## src/rtl/sum_block_accumulator.sv

```systemverilog
// sum_block_accumulator
// Collects BLOCK_LEN unsigned sum samples over a valid/ready input and
// reports each block's total, maximum and a wrap flag on a registered
// valid/ready output. The result is held until the consumer accepts it.
//
// Ports
//   clk        system clock, rising edge
//   rst        asynchronous active-high reset
//   flush      synchronous abort of the partial block (no effect in HOLD)
//   in_valid   in_sum carries a sample this cycle
//   in_ready   block can take a sample (decoded from state only)
//   in_sum     unsigned sample
//   out_valid  block result valid
//   out_ready  consumer accepts the result
//   out_total  sum of the block's samples, modulo 2^ACC_W
//   out_max    largest sample of the block
//   out_ovf    accumulator wrapped while building this block
//   count      samples accepted in the current partial block
module sum_block_accumulator #(
    parameter int unsigned IN_W      = 10,
    parameter int unsigned BLOCK_LEN = 4,
    parameter int unsigned ACC_W     = 12,
    parameter int unsigned CNT_W     = 8
) (
    input  logic             clk,
    input  logic             rst,
    input  logic             flush,
    input  logic             in_valid,
    output logic             in_ready,
    input  logic [IN_W-1:0]  in_sum,
    output logic             out_valid,
    input  logic             out_ready,
    output logic [ACC_W-1:0] out_total,
    output logic [IN_W-1:0]  out_max,
    output logic             out_ovf,
    output logic [CNT_W-1:0] count
);

    localparam int unsigned SUM_W = ACC_W + 1;

    if (BLOCK_LEN < 2 || BLOCK_LEN > 255) begin : g_bad_block_len
        $error("sum_block_accumulator: BLOCK_LEN must be within 2..255");
    end

    typedef enum logic {
        ACCUM = 1'b0,
        HOLD  = 1'b1
    } state_t;

    state_t             state_q;
    logic [ACC_W-1:0]   acc_q;
    logic [IN_W-1:0]    max_q;
    logic               ovf_q;
    logic [CNT_W-1:0]   count_q;
    logic               out_valid_q;
    logic [ACC_W-1:0]   out_total_q;
    logic [IN_W-1:0]    out_max_q;
    logic               out_ovf_q;

    logic [SUM_W-1:0]   sum_c;
    logic [ACC_W-1:0]   acc_d;
    logic [IN_W-1:0]    max_d;
    logic               ovf_d;
    logic               last_c;

    // Running values including the sample offered this cycle; the extra
    // sum bit is the carry out of the accumulator.
    always_comb begin
        sum_c  = {1'b0, acc_q} + SUM_W'(in_sum);
        acc_d  = sum_c[ACC_W-1:0];
        max_d  = (in_sum > max_q) ? in_sum : max_q;
        ovf_d  = ovf_q | sum_c[ACC_W];
        last_c = (count_q == CNT_W'(BLOCK_LEN - 1));
    end

    // Block FSM with accumulator and registered result.
    always_ff @(posedge clk or posedge rst) begin
        if (rst) begin
            state_q     <= ACCUM;
            acc_q       <= '0;
            max_q       <= '0;
            ovf_q       <= 1'b0;
            count_q     <= '0;
            out_valid_q <= 1'b0;
            out_total_q <= '0;
            out_max_q   <= '0;
            out_ovf_q   <= 1'b0;
        end else begin
            case (state_q)
                ACCUM: begin
                    if (flush) begin
                        // Flush wins over a sample offered in the same cycle.
                        acc_q   <= '0;
                        max_q   <= '0;
                        ovf_q   <= 1'b0;
                        count_q <= '0;
                    end else if (in_valid) begin
                        if (last_c) begin
                            out_total_q <= acc_d;
                            out_max_q   <= max_d;
                            out_ovf_q   <= ovf_d;
                            out_valid_q <= 1'b1;
                            state_q     <= HOLD;
                            acc_q       <= '0;
                            max_q       <= '0;
                            ovf_q       <= 1'b0;
                            count_q     <= '0;
                        end else begin
                            acc_q   <= acc_d;
                            max_q   <= max_d;
                            ovf_q   <= ovf_d;
                            count_q <= count_q + CNT_W'(1);
                        end
                    end
                end
                HOLD: begin
                    // Result stays put until accepted; input side is stalled.
                    if (out_ready) begin
                        out_valid_q <= 1'b0;
                        state_q     <= ACCUM;
                    end
                end
            endcase
        end
    end

    // Decoded from state only so there is no path from in_valid.
    assign in_ready  = (state_q == ACCUM);
    assign out_valid = out_valid_q;
    assign out_total = out_total_q;
    assign out_max   = out_max_q;
    assign out_ovf   = out_ovf_q;
    assign count     = count_q;

endmodule

```

## config.mk

```make
export PLATFORM = sky130hd
export DESIGN_NAME = sum_block_accumulator
export DESIGN_NICKNAME = d
export VERILOG_FILES = /design/src/rtl/sum_block_accumulator.sv
export SDC_FILE = /design/constraint.sdc
export NUM_CORES = 1
export LEC_CHECK = 0
export ABC_AREA = 1
export BUFFER_PORTS_ARGS = -buffer_cell sky130_fd_sc_hd__buf_2
export CORE_MARGIN = 2
export CORE_UTILIZATION = 45
export CTS_BUF_LIST = sky130_fd_sc_hd__clkbuf_8
export DETAILED_ROUTE_END_ITERATION = 8
export GPL_TIMING_DRIVEN = 0
export PLACE_DENSITY = 0.65
export SLEW_MARGIN = 10
export SYNTH_ARGS = -nofsm -noshare
export SYNTH_HDL_FRONTEND = slang
export SYNTH_SLANG_ARGS = --single-unit
export TNS_END_PERCENT = 10
```

## constraint.sdc

```tcl
create_clock -name clk -period 5.25 [get_ports clk]
set_input_delay 1.575 -clock clk [delete_from_list [all_inputs] [get_ports clk]]
set_output_delay 1.575 -clock clk [all_outputs]
set_load 0.005 [all_outputs]
```

After elaboration in Yosys (flattened, before gate mapping). Cells that the tools add are included.

Output and inout bits: 33. Input bits: 15. Word-level logic and storage cells: 47. Bits in registers: 56.

$lt $le $gt $ge: 1. Muxes and demuxes: 23. Bitwise logic cells: 3. Reduce and logical (&&, ||, !) cells: 4. Add/subtract/negate cells: 2. Equality and inequality tests: 5.

Operators with widths (number): two-way mux 10 bit (4); two-way mux 12 bit (3); two-way mux 8 bit (3); adder 12 x 10 -> 13 bit (1); two-way mux 1 bit (11); greater-than comparator 10 bit (1); adder 8 x 1 -> 8 bit (second input constant) (1); equality test 8 x 2 -> 1 bit (second input constant) (1); AND reduction 4 bit (2); != test 2 bit (second input constant) (3); case mux 1 bit (2 select lines) (2); != test 2 x 1 -> 1 bit (second input constant) (1); inverter 1 bit (2); AND reduction 2 bit (1); nonzero test 2 bit (1); OR 1 bit (1).

Longest topological paths before layout.
Word-level depth: 5. Depth in mapped cells: 12. Depth with buffers taken out: 12.

Worst setup path after synthesis. Ideal clock, no wire load.

Path type: input port to flip-flop. Start: input port in_sum[0]. End: register acc_q[8]. Data arrival time: 2.761 ns. Setup slack: 2.372 ns. Stages on the path: 11. Setup time: 0.117 ns. Path buffers: 0. Path through: ha_1 inv_1 fa_1 inv_1 nand3_1 nand3_1 nand4_1 nand2_1 nand2_1 nand3_1 nand2_1.

Longest elaborated chain between the ends: 4.

Ends and longest elaborated chain: from (decl) (line 30) `input logic [IN_W-1:0] in_sum,`; adder 12 x 10 -> 13 bit (line 69) `sum_c = {1'b0, acc_q} + SUM_W'(in_sum);`; two-way mux 12 bit (line 98) `if (last_c) begin`; two-way mux 12 bit (line 97) `end else if (in_valid) begin`; two-way mux 12 bit (line 91) `if (flush) begin`; to (signal assigned) (line 80) `acc_q <= '0;`; to (signal assigned) (line 93) `acc_q <= '0;`; to (signal assigned) (line 104) `acc_q <= '0;`; to (decl) (line 51) `logic [ACC_W-1:0] acc_q;`.

Every way passes these cells. The select of a mux whose other input is x is not followed. A chain may end at the register's enable or synchronous reset.

Worst setup path after layout.
Start: input port in_sum[0]. End: register out_total_q[8] (netlist: out_total[8]).

Longest elaborated chain between the ends: 1.

Ends and longest elaborated chain: adder 12 x 10 -> 13 bit (line 69); to (signal assigned) (line 85) `out_total_q <= '0;`; to (signal assigned) (line 99) `out_total_q <= acc_d;`; to (decl) (line 56) `logic [ACC_W-1:0] out_total_q;`.

Every way passes these cells.

==> impl_results.md <==
- Cells after Synth: 438
- Status: finished, final reports clean
- Post-synth EDFFs: 0
- Largest net degree at the start of global routing: 31
- Worst setup EP type: register
- Slew margin rel.: 60.46%
- Top-count cell post-synth: nand2_1
- Hold-fix buffers, CTS: 0
- Die width: 89.30 um
- Clock H-tree levels: 2
- # port buffers: 47
- Routed WL: 7621 um
- Actual slew at the worst max-slew pin: 0.5922 ns
- Hold Violations, Final: 0
- Ranking of synthesized cells by area: dfrtp_1, nand2_1, nand3_1, ha_1, inv_1
- Final critical-path share of the clock period: 56.47%
- Pre-CTS WS: 1.997 ns
- Antenna diode count: 0
- Register bit total from synthesis: 56
- Vias: 2935
- Ys async rst share: 100.0%
- Vias in the first global route: 2713
- DRC Markers: 0
- Clock Latency Late Sink: 0.31 ns
- Clk slew on worst S/H paths: 0.09 ns
- Routed WL per cell: 12.87 um
- CTS sink count: 56
- Core box area: 0.007137 sq mm
- Final Net Count: 530
- Min Tclk post-route: 2.965 ns
- Final hold slack: 0.4819 ns
- Synth area leader: dfrtp_1
- Fraction of layout cells with a size suffix above 1: 14.40%
- Crit path launch type: input port
- Top-area cell type share of the netlist area: 42.80%
- First-pass GRT wire length: 12680 um
- Die Y: 89.30 um
- Total grt overflow: 0
- HP Class: reg2reg
- Ys Warns: 0
- Final total power: 1384 uW
- Vias per inst: 4.958
- Worst Setup Slack, final: 2.285 ns
- Max cap viols: 0
- DP HPWL: 5776 um
- Initial antenna violation count: 0
- Synth unique cells: 27
- Slew Viols, Final: 0
- WS Path Type: in2reg
- CTS Buf Count: 5
- Post-Syn Nets: 475
- TNS Setup: 0 ns
- Drt pass-1 iters: 4
- Peak supply drop: 159.1 uV
- IO Pins: 48
- Area grow syn2layout: 13.95%
- Root buf cell: clkbuf_8
- Tot GR Track Use: 20.50%
- Die area: 0.007974 sq mm
- CTS tree: done
- DR iter-0 viols: 132
- CTS Buffer Depth: 2
- Final core occ: 52.28%
- Commonest cells in the synthesized netlist: nand2_1, inv_1, dfrtp_1
- Setup violations, final: 0
- Arrival @ worst endpoint: 3.17 ns
- Post-CTS Repair Setup Buffers: 0
- Seq/Total Area, Yosys: 42.80%
- Syn_area_per_cell: 7.476 sq um
- CTS resizes: 0
- Primary FF master, synth: dfrtp_1
- Gpl congestion: 0.8960
- RSZ-0062 raised after global routing: false
- Clk_skew: 0.008775 ns
- Worst Path Max Fanout: 3
- Synth Cell Area: 0.003274 sq mm
- Fill count: 768
- # rows: 31
- Routed Antenna Nets: 0
- Req. time, crit path: 5.45 ns
- P per Cell Area: 370.9 mW/mm^2
- Max Freq: 337.3 MHz
- Total leakage power: 0.002138 uW
- Initial Utilization: 45.88%
-- flip-flops by register name, indices dropped and copies added (netlist names) --
signal / cells
out_total: 12
ovf_q: 1
count: 8
out_valid: 1
max_q: 10
state_q: 1
out_max: 10
out_ovf: 1
acc_q: 12
-- report_power, final --
part           total, uW  internal [uW]  switching (uW)  leakage [uW]
Clock                227           89.4             138     0.0000452
Sequential           623            553            69.3      0.000741
Combinational        534            220             314       0.00135
Total               1380            863             521       0.00214
-- worst max-delay path, stage by stage --
cell	delay, ns
buf_2	0.10
ha_1	0.21
inv_1	0.08
fa_1	0.40
inv_1	0.14
nand3_1	0.08
nand3_1	0.12
nand4_1	0.14
nand2_1	0.12
nand2_1	0.07
nand3_1	0.08
nand2_1	0.06
-- final timing paths --
path | from | endpoint | slack (ns) | depth (start not counted)
max | in_sum[0] | out_total[8] | 2.29 | 12
min reg2reg | out_max[6] | out_max[6] | 0.48 | 2
min | out_max[6] | out_max[6] | 0.48 | 2
min in group asynchronous | rst | out_total[4] | 1.32 | 2
max reg2reg | acc_q[0] | out_total[8] | 3.29 | 11
max in group asynchronous | rst | acc_q[5] | 3.35 | 3
-- per-stage QoR --
step           std cells  area (sq um)
2_1_floorplan        438          3274
3_3_place_gp         584          3633
3_5_place_dp         585          3654
4_1_cts              592          3731
5_1_grt              592          3731
6_report             592          3731
-- layer usage --
metal / wire length [um] / track usage, % / vias to the layer above
met5: 0 / 0 / -
met4: 56 / 4.478 / 0
met3: 393 / 3.232 / 4
met2: 3530 / 32.93 / 57
met1: 3641 / 29.38 / 1382
li1: - / - / 1492
-- cell type report --
class	count	area, sq um	area share (%)
Timing Repair Buffer	48	255.2	6.841
Buffer	12	83.83	2.247
Clock buffer	5	68.82	1.844
Tap cell	99	123.9	3.320
Multi-Input combinational cell	308	1556	41.72
Sequential cell	56	1401	37.56
Inverter	62	232.7	6.237
Clock inverter	2	8.758	0.2347
-- placed cells by master, fill, tap and decap left out, drive strengths merged --
master,instances
nand2,155
inv,63
buf,59
dfrtp,56
nand3,55
nor2,22
ha,21
o21ai,14
a21oi,13
nand4,7
clkbuf,6
nor3,4
xor2,4
xnor2,3
o21bai,2
or2,1
nand3b,1
a31oi,1
a22oi,1
o22ai,1
a22o,1
and3,1
fa,1
clkinv,1
-- cell families (layout without fill, tap and decap cells) --
logic type / after synthesis / count (layout) / share of synthesized area, %
xor+xnor: 7 / 7 / 1.872
fa+ha+maj: 22 / 22 / 8.636
simple gates: 246 / 246 / 31.56
buf+inv: 74 / 129 / 9.667
flops: 56 / 56 / 42.80
compound gates: 33 / 33 / 5.465
(Power assumes the default switching activity.)
